[src/rtl/budget_window_controller_if.sv]
// Configuration and arbiter-grant bus of the budget window controller.
interface budget_window_controller_if #(
  parameter int NUMBER_OF_QUEUES = 4,
  parameter int PERIOD_SIZE      = 16
);
  logic                                  cfg_write;
  logic [$clog2(NUMBER_OF_QUEUES+1)-1:0] cfg_addr;
  logic [PERIOD_SIZE-1:0]                cfg_data;
  logic                                  grant_valid;
  logic [$clog2(NUMBER_OF_QUEUES)-1:0]   grant_queue;
  logic [NUMBER_OF_QUEUES-1:0]           throttle;

  modport master (
    output cfg_write, cfg_addr, cfg_data, grant_valid, grant_queue,
    input  throttle
  );

  modport slave (
    input  cfg_write, cfg_addr, cfg_data, grant_valid, grant_queue,
    output throttle
  );
endinterface

[src/rtl/budget_window_controller.sv]
// Per-queue bandwidth regulation: counts grants per window and throttles
// queues whose budget is exhausted; budgets/period replenish at each window.
module budget_window_controller #(
  parameter int NUMBER_OF_QUEUES = 4,
  parameter int REGISTER_SIZE    = 8,
  parameter int PERIOD_SIZE      = 16,
  parameter int DEFAULT_PERIOD   = 1000
) (
  input  logic                                  clock,
  input  logic                                  reset,
  input  logic                                  enable,
  budget_window_controller_if.slave             bus,
  output logic [NUMBER_OF_QUEUES*REGISTER_SIZE-1:0] consumed,
  output logic                                  period_start,
  output logic [15:0]                           window_count
);
  localparam int QW = $clog2(NUMBER_OF_QUEUES);
  localparam int AW = $clog2(NUMBER_OF_QUEUES+1);

  typedef enum logic [1:0] {IDLE, REPLENISH, RUN} state_t;

  state_t                   state, state_next;
  logic [PERIOD_SIZE-1:0]   timer;
  logic [PERIOD_SIZE-1:0]   shadow_period, active_period, period_last;
  logic [REGISTER_SIZE-1:0] shadow_budget [NUMBER_OF_QUEUES];
  logic [REGISTER_SIZE-1:0] active_budget [NUMBER_OF_QUEUES];
  logic [REGISTER_SIZE-1:0] count         [NUMBER_OF_QUEUES];
  logic [NUMBER_OF_QUEUES-1:0] grant_hit;

  // Last timer value of a window; a zero period behaves as a period of one.
  always_comb begin
    period_last = '0;
    if (active_period != '0) period_last = active_period - PERIOD_SIZE'(1);
  end

  // Next-state logic and the window-start pulse.
  always_comb begin
    state_next   = state;
    period_start = (state == REPLENISH);
    if (!enable) begin
      state_next = IDLE;
    end else begin
      case (state)
        IDLE:      state_next = REPLENISH;
        REPLENISH: state_next = RUN;
        RUN:       if (timer == period_last) state_next = REPLENISH;
        default:   state_next = IDLE;
      endcase
    end
  end

  // State register.
  always_ff @(posedge clock) begin
    if (reset) state <= IDLE;
    else       state <= state_next;
  end

  // Decode the grant into a one-hot hit vector; out-of-range queues match nothing.
  always_comb begin
    grant_hit = '0;
    for (int unsigned q = 0; q < NUMBER_OF_QUEUES; q++)
      grant_hit[q] = bus.grant_valid && (bus.grant_queue == QW'(q));
  end

  // Shadow configuration registers, written at any time.
  always_ff @(posedge clock) begin
    if (reset) begin
      shadow_period <= PERIOD_SIZE'(DEFAULT_PERIOD);
      for (int unsigned q = 0; q < NUMBER_OF_QUEUES; q++) shadow_budget[q] <= '0;
    end else if (bus.cfg_write) begin
      if (bus.cfg_addr == AW'(NUMBER_OF_QUEUES)) begin
        shadow_period <= bus.cfg_data;
      end else begin
        for (int unsigned q = 0; q < NUMBER_OF_QUEUES; q++)
          if (bus.cfg_addr == AW'(q)) shadow_budget[q] <= bus.cfg_data[REGISTER_SIZE-1:0];
      end
    end
  end

  // Window timer, window counter and the shadow-to-active copy at replenish.
  always_ff @(posedge clock) begin
    if (reset) begin
      timer         <= '0;
      window_count  <= '0;
      active_period <= PERIOD_SIZE'(DEFAULT_PERIOD);
      for (int unsigned q = 0; q < NUMBER_OF_QUEUES; q++) active_budget[q] <= '0;
    end else if (enable) begin
      if (state == REPLENISH) begin
        timer         <= '0;
        window_count  <= window_count + 16'd1;
        active_period <= shadow_period;
        for (int unsigned q = 0; q < NUMBER_OF_QUEUES; q++) active_budget[q] <= shadow_budget[q];
      end else if (state == RUN) begin
        timer <= timer + PERIOD_SIZE'(1);
      end
    end
  end

  // Per-queue consumption; a replenish-cycle grant seeds the new window with 1.
  always_ff @(posedge clock) begin
    if (reset) begin
      for (int unsigned q = 0; q < NUMBER_OF_QUEUES; q++) count[q] <= '0;
    end else if (enable) begin
      if (state == REPLENISH) begin
        for (int unsigned q = 0; q < NUMBER_OF_QUEUES; q++)
          count[q] <= grant_hit[q] ? REGISTER_SIZE'(1) : '0;
      end else if (state == RUN) begin
        for (int unsigned q = 0; q < NUMBER_OF_QUEUES; q++)
          if (grant_hit[q] && (count[q] != '1)) count[q] <= count[q] + REGISTER_SIZE'(1);
      end
    end
  end

  // Throttle from registered state; a zero budget is unregulated.
  always_comb begin
    bus.throttle = '0;
    consumed     = '0;
    for (int unsigned q = 0; q < NUMBER_OF_QUEUES; q++) begin
      bus.throttle[q] = (state != IDLE) && (active_budget[q] != '0) &&
                        (count[q] >= active_budget[q]);
      consumed[q*REGISTER_SIZE +: REGISTER_SIZE] = count[q];
    end
  end
endmodule
[src/flat_wrapper.sv]
// flat-port wrapper written by rule: the top's interface ports become plain ports
module budget_window_controller_flat 
#(
  parameter int NUMBER_OF_QUEUES = 4,
  parameter int REGISTER_SIZE    = 8,
  parameter int PERIOD_SIZE      = 16,
  parameter int DEFAULT_PERIOD   = 1000
)
  (clock, reset, enable, consumed, period_start, window_count, bus_cfg_write, bus_cfg_addr, bus_cfg_data, bus_grant_valid, bus_grant_queue, bus_throttle);
  budget_window_controller_if #(.NUMBER_OF_QUEUES(NUMBER_OF_QUEUES), .PERIOD_SIZE(PERIOD_SIZE)) bus_i ();
  input  logic clock;
  input  logic reset;
  input  logic enable;
  output logic [NUMBER_OF_QUEUES*REGISTER_SIZE-1:0] consumed;
  output logic period_start;
  output logic [15:0] window_count;
  input wire logic [$bits(bus_i.cfg_write)-1:0] bus_cfg_write;
  input wire logic [$bits(bus_i.cfg_addr)-1:0] bus_cfg_addr;
  input wire logic [$bits(bus_i.cfg_data)-1:0] bus_cfg_data;
  input wire logic [$bits(bus_i.grant_valid)-1:0] bus_grant_valid;
  input wire logic [$bits(bus_i.grant_queue)-1:0] bus_grant_queue;
  output wire logic [$bits(bus_i.throttle)-1:0] bus_throttle;
  assign bus_i.cfg_write = bus_cfg_write;
  assign bus_i.cfg_addr = bus_cfg_addr;
  assign bus_i.cfg_data = bus_cfg_data;
  assign bus_i.grant_valid = bus_grant_valid;
  assign bus_i.grant_queue = bus_grant_queue;
  assign bus_throttle = bus_i.throttle;
  budget_window_controller #(.NUMBER_OF_QUEUES(NUMBER_OF_QUEUES), .REGISTER_SIZE(REGISTER_SIZE), .PERIOD_SIZE(PERIOD_SIZE), .DEFAULT_PERIOD(DEFAULT_PERIOD)) u_core (.clock(clock), .reset(reset), .enable(enable), .bus(bus_i), .consumed(consumed), .period_start(period_start), .window_count(window_count));
endmodule
[config.mk]
export PLATFORM = sky130hd
export DESIGN_NAME = budget_window_controller_flat
export DESIGN_NICKNAME = d
export VERILOG_FILES = /design/src/rtl/budget_window_controller_if.sv /design/src/rtl/budget_window_controller.sv /design/src/flat_wrapper.sv
export SDC_FILE = /design/constraint.sdc
export NUM_CORES = 1
export LEC_CHECK = 0
export ABC_AREA = 1
export BUFFER_PORTS_ARGS = -buffer_cell sky130_fd_sc_hd__buf_2
export CORE_AREA = 2 2 165 167
export DETAILED_ROUTE_END_ITERATION = 7
export DIE_AREA = 0 0 167 169
export HOLD_SLACK_MARGIN = 0.12
export PLACE_DENSITY = 0.58
export SLEW_MARGIN = 10
export SYNTH_ARGS = -nofsm -noshare
export SYNTH_HDL_FRONTEND = slang
export SYNTH_SLANG_ARGS = --single-unit
[constraint.sdc]
create_clock -name clock -period 3.55 [get_ports clock]
set_clock_uncertainty 0.2 [all_clocks]
set_input_delay 0.5325 -clock clock [delete_from_list [all_inputs] [get_ports clock]]
set_output_delay 0.5325 -clock clock [all_outputs]
set_load 0.05 [all_outputs]
==> impl_metrics.ini <==
[setup_path]
crit_family = flip-flops
critPathMaxStageDelay_ns = 0.47
crit_chain = ha_1 -> nand2_1 -> nor2_1 -> nand4_1 -> o2111ai_1 -> nand2_1 -> inv_1 -> buf_2
worstSetupPathType = register to primary output
rrSetupSlack_ns = 0.98
crit_arrival_ns = 2.05
cpMostUsedCell = nand2_1
setup.worst_path.start = u_core.count[3][7]
reg2reg_depth = 6
cp_num_buf_inv = 2
slowest_stage = edfxtp_1
required_ns = 2.82
cp.depth = 8
start_kind = register
critPathMaxFanout = 5
crit_path_end_kind = primary output
timing.rr.start = u_core.state[1]

[yosys]
synthCells = 1027
synth-seq-area-share_pct = 49.7
ys_ff_latch = 162
synthDistinctLibCells = 41
synth_edf_count = 89
netlist.area_leader.share_pct = 32.1
syn_avg_cell_area_um2 = 8.10
synthArstFlopShare_pct = 0
yosys.area.top_type = edfxtp_1
syn-cell-area_mm2 = 0.00832
synthTopCellsByArea = edfxtp_1 (32%), dfxtp_1 (18%), inv_1 (8.3%)
yosys_most_used_dff = edfxtp_1
syn_nets = 1095
synth_warnings = 0

[layout]
finalNetCount = 1185
syn_to_final_growth_pct = 17.1
layout-drive-gt1-share_pct = 12.6
layout_common_cells = inv_1 (185), nor2_1 (172), nand2_1 (169)
stdcell_count = 1471
utilization_pct = 36.8
num_antenna_cells = 0
fill_cells = 2730
layout_commonest_cell = inv_1
design_area_mm2 = 0.00974

[timing]
fmax_ghz = 0.359
whs_ns = 0.151
maxSlewViolCount = 0
worst_pin_slew_ns = 0.761
setup_viol = 0
setup_tns_ns = 0
relSlewSlack_pct = 49.1
final.setup.worst_slack_ns = 0.763
finalCriticalPeriod_ns = 2.79
finalHoldViolations = 0
rsz0062_at_grt = no
period_share_pct = 78.5

[route]
drt-total-wl_mm = 19.5
drt_first_pass_iters = 5
ant_nets = 0
vias = 6785
drc = 0
viasPerCell = 4.61
wl_per_cell_um = 13.3
drtIter0Drc = 368

[clock_network]
cts_tree = yes
root_buffer = clkbuf_16
clock_latency_ns = 0.42
cts_buffers = 17
clk_pin_slew_ns = 0.07
clk_path_buf_depth = 2
cts_sinks = 162
htreeDepth = 4
cts_setup_buffers = 0

[floorplan]
die_height_um = 169
ios = 79
die-width_um = 167
fp.dieArea_mm2 = 0.0282
design.core.area_mm2 = 0.0265
rows = 60
start_util_pct = 31.4

[grt]
grt_pass1_wl_mm = 32.6
antenna_found_initial = 0
grt_pass1_vias = 6641
grt_overflow_total = 0
met2_usage_pct = 24.2
grt_start_max_net_pins = 45
met3_usage_pct = 3.20
grt.busiest_layer = met2
grt_usage_pct = 14.4
grt_use_met1_pct = 18.3

[place]
dp.cells = 1437
pre_cts_ws_ns = 0.870
port_buffers = 78
gp_congestion = 0.809
dp_hpwl_mm = 14.7
placed_area_mm2 = 0.00911

[power_and_ir_drop]
power_density_mw_per_mm2 = 443
leakage_nw = 4.33
totalPowerFinal_mw = 4.32
ir_drop_mv = 0.240

[worst_hold_path]
hold_path.class = input pin to register
holdCritStartpoint = bus_cfg_data[12]
hold_depth = 3

[job]
max-cap-violations = 0

[outcome]
status = complete, no violations
worst register-to-register path: stages, from the launching register on:
cell and delay, ns:
dfxtp_1 0.33, inv_1 0.08, ha_1 0.24, nand2_1 0.24
inv_1 0.13, nor2_1 0.60, nand2_1 0.41
where the power goes:
group | leakage (nW) | internal, mW | switching (mW)
Sequential | 1.50 | 2.05 | 0.0476
Clock | 0.304 | 1.11 | 0.767
Combinational | 2.53 | 0.0971 | 0.244
Total | 4.33 | 3.26 | 1.06
synth_stat cells (4+ instances only):
cell and number:
nor4_1 8, edfxtp_1 89, xor2_1 5, o21ai_0 46
nor3_1 19, o211ai_1 5, nand3_1 52, dfxtp_1 73
nand2_2 5, a21oi_1 61, nor2_2 7, nand2_1 169
clkbuf_1 12, ha_1 42, nand4_1 26, inv_1 183
nor3b_1 8, inv_2 7, o2111ai_1 4, nor2_1 172
flip-flops by register name (all words and copies together) (netlist names):
register	flops
u_core.active_budget	32
u_core.active_period	16
u_core.count	32
u_core.shadow_budget	32
u_core.shadow_period	16
u_core.state	2
u_core.timer	16
u_core.window_count	16
per-layer routing:
layer	part of all wire, %	up-vias
li1	-	3536
met1	48	3114
met2	46	116
met3	4.3	19
met4	1.5	0
met5	0	-
cell type report:
cell class,count,area [µm²],share of cell area [%]
Sequential cell,162,4130,42.4
Multi-Input combinational cell,658,3390,34.8
Inverter,191,717,7.36
Clock buffer,21,514,5.28
Timing Repair Buffer,87,463,4.75
Tap cell,341,427,4.38
Clock inverter,11,96.3,0.989
kinds of logic (layout without fill, tap and decap cells):
family / count (synthesis) / in the layout / share of synthesized area [%]
xor+xnor: 7 / 7 / 0.737
compound gates: 133 / 133 / 8.83
flops: 162 / 162 / 49.7
buf+inv: 207 / 310 / 9.53
simple gates: 476 / 476 / 24.9
fa+ha+maj: 42 / 42 / 6.32
path summary, 6_finish.rpt:
| path | endpoint |
|---|---|
| worst max register to register | u_core.count[3][4] |
| worst min-delay path | u_core.shadow_period[12] |
| worst min register to register | u_core.active_period[12] |
| worst max-delay path | bus_throttle[3] |
timing repair:
item                                   4_1_cts  5_1_grt
setup endpoints to repair                    0        0
hold buffers                                 2        0
endpoints found under the hold margin        2        0
resized for setup                            0        0
(Power assumes the default switching activity.)
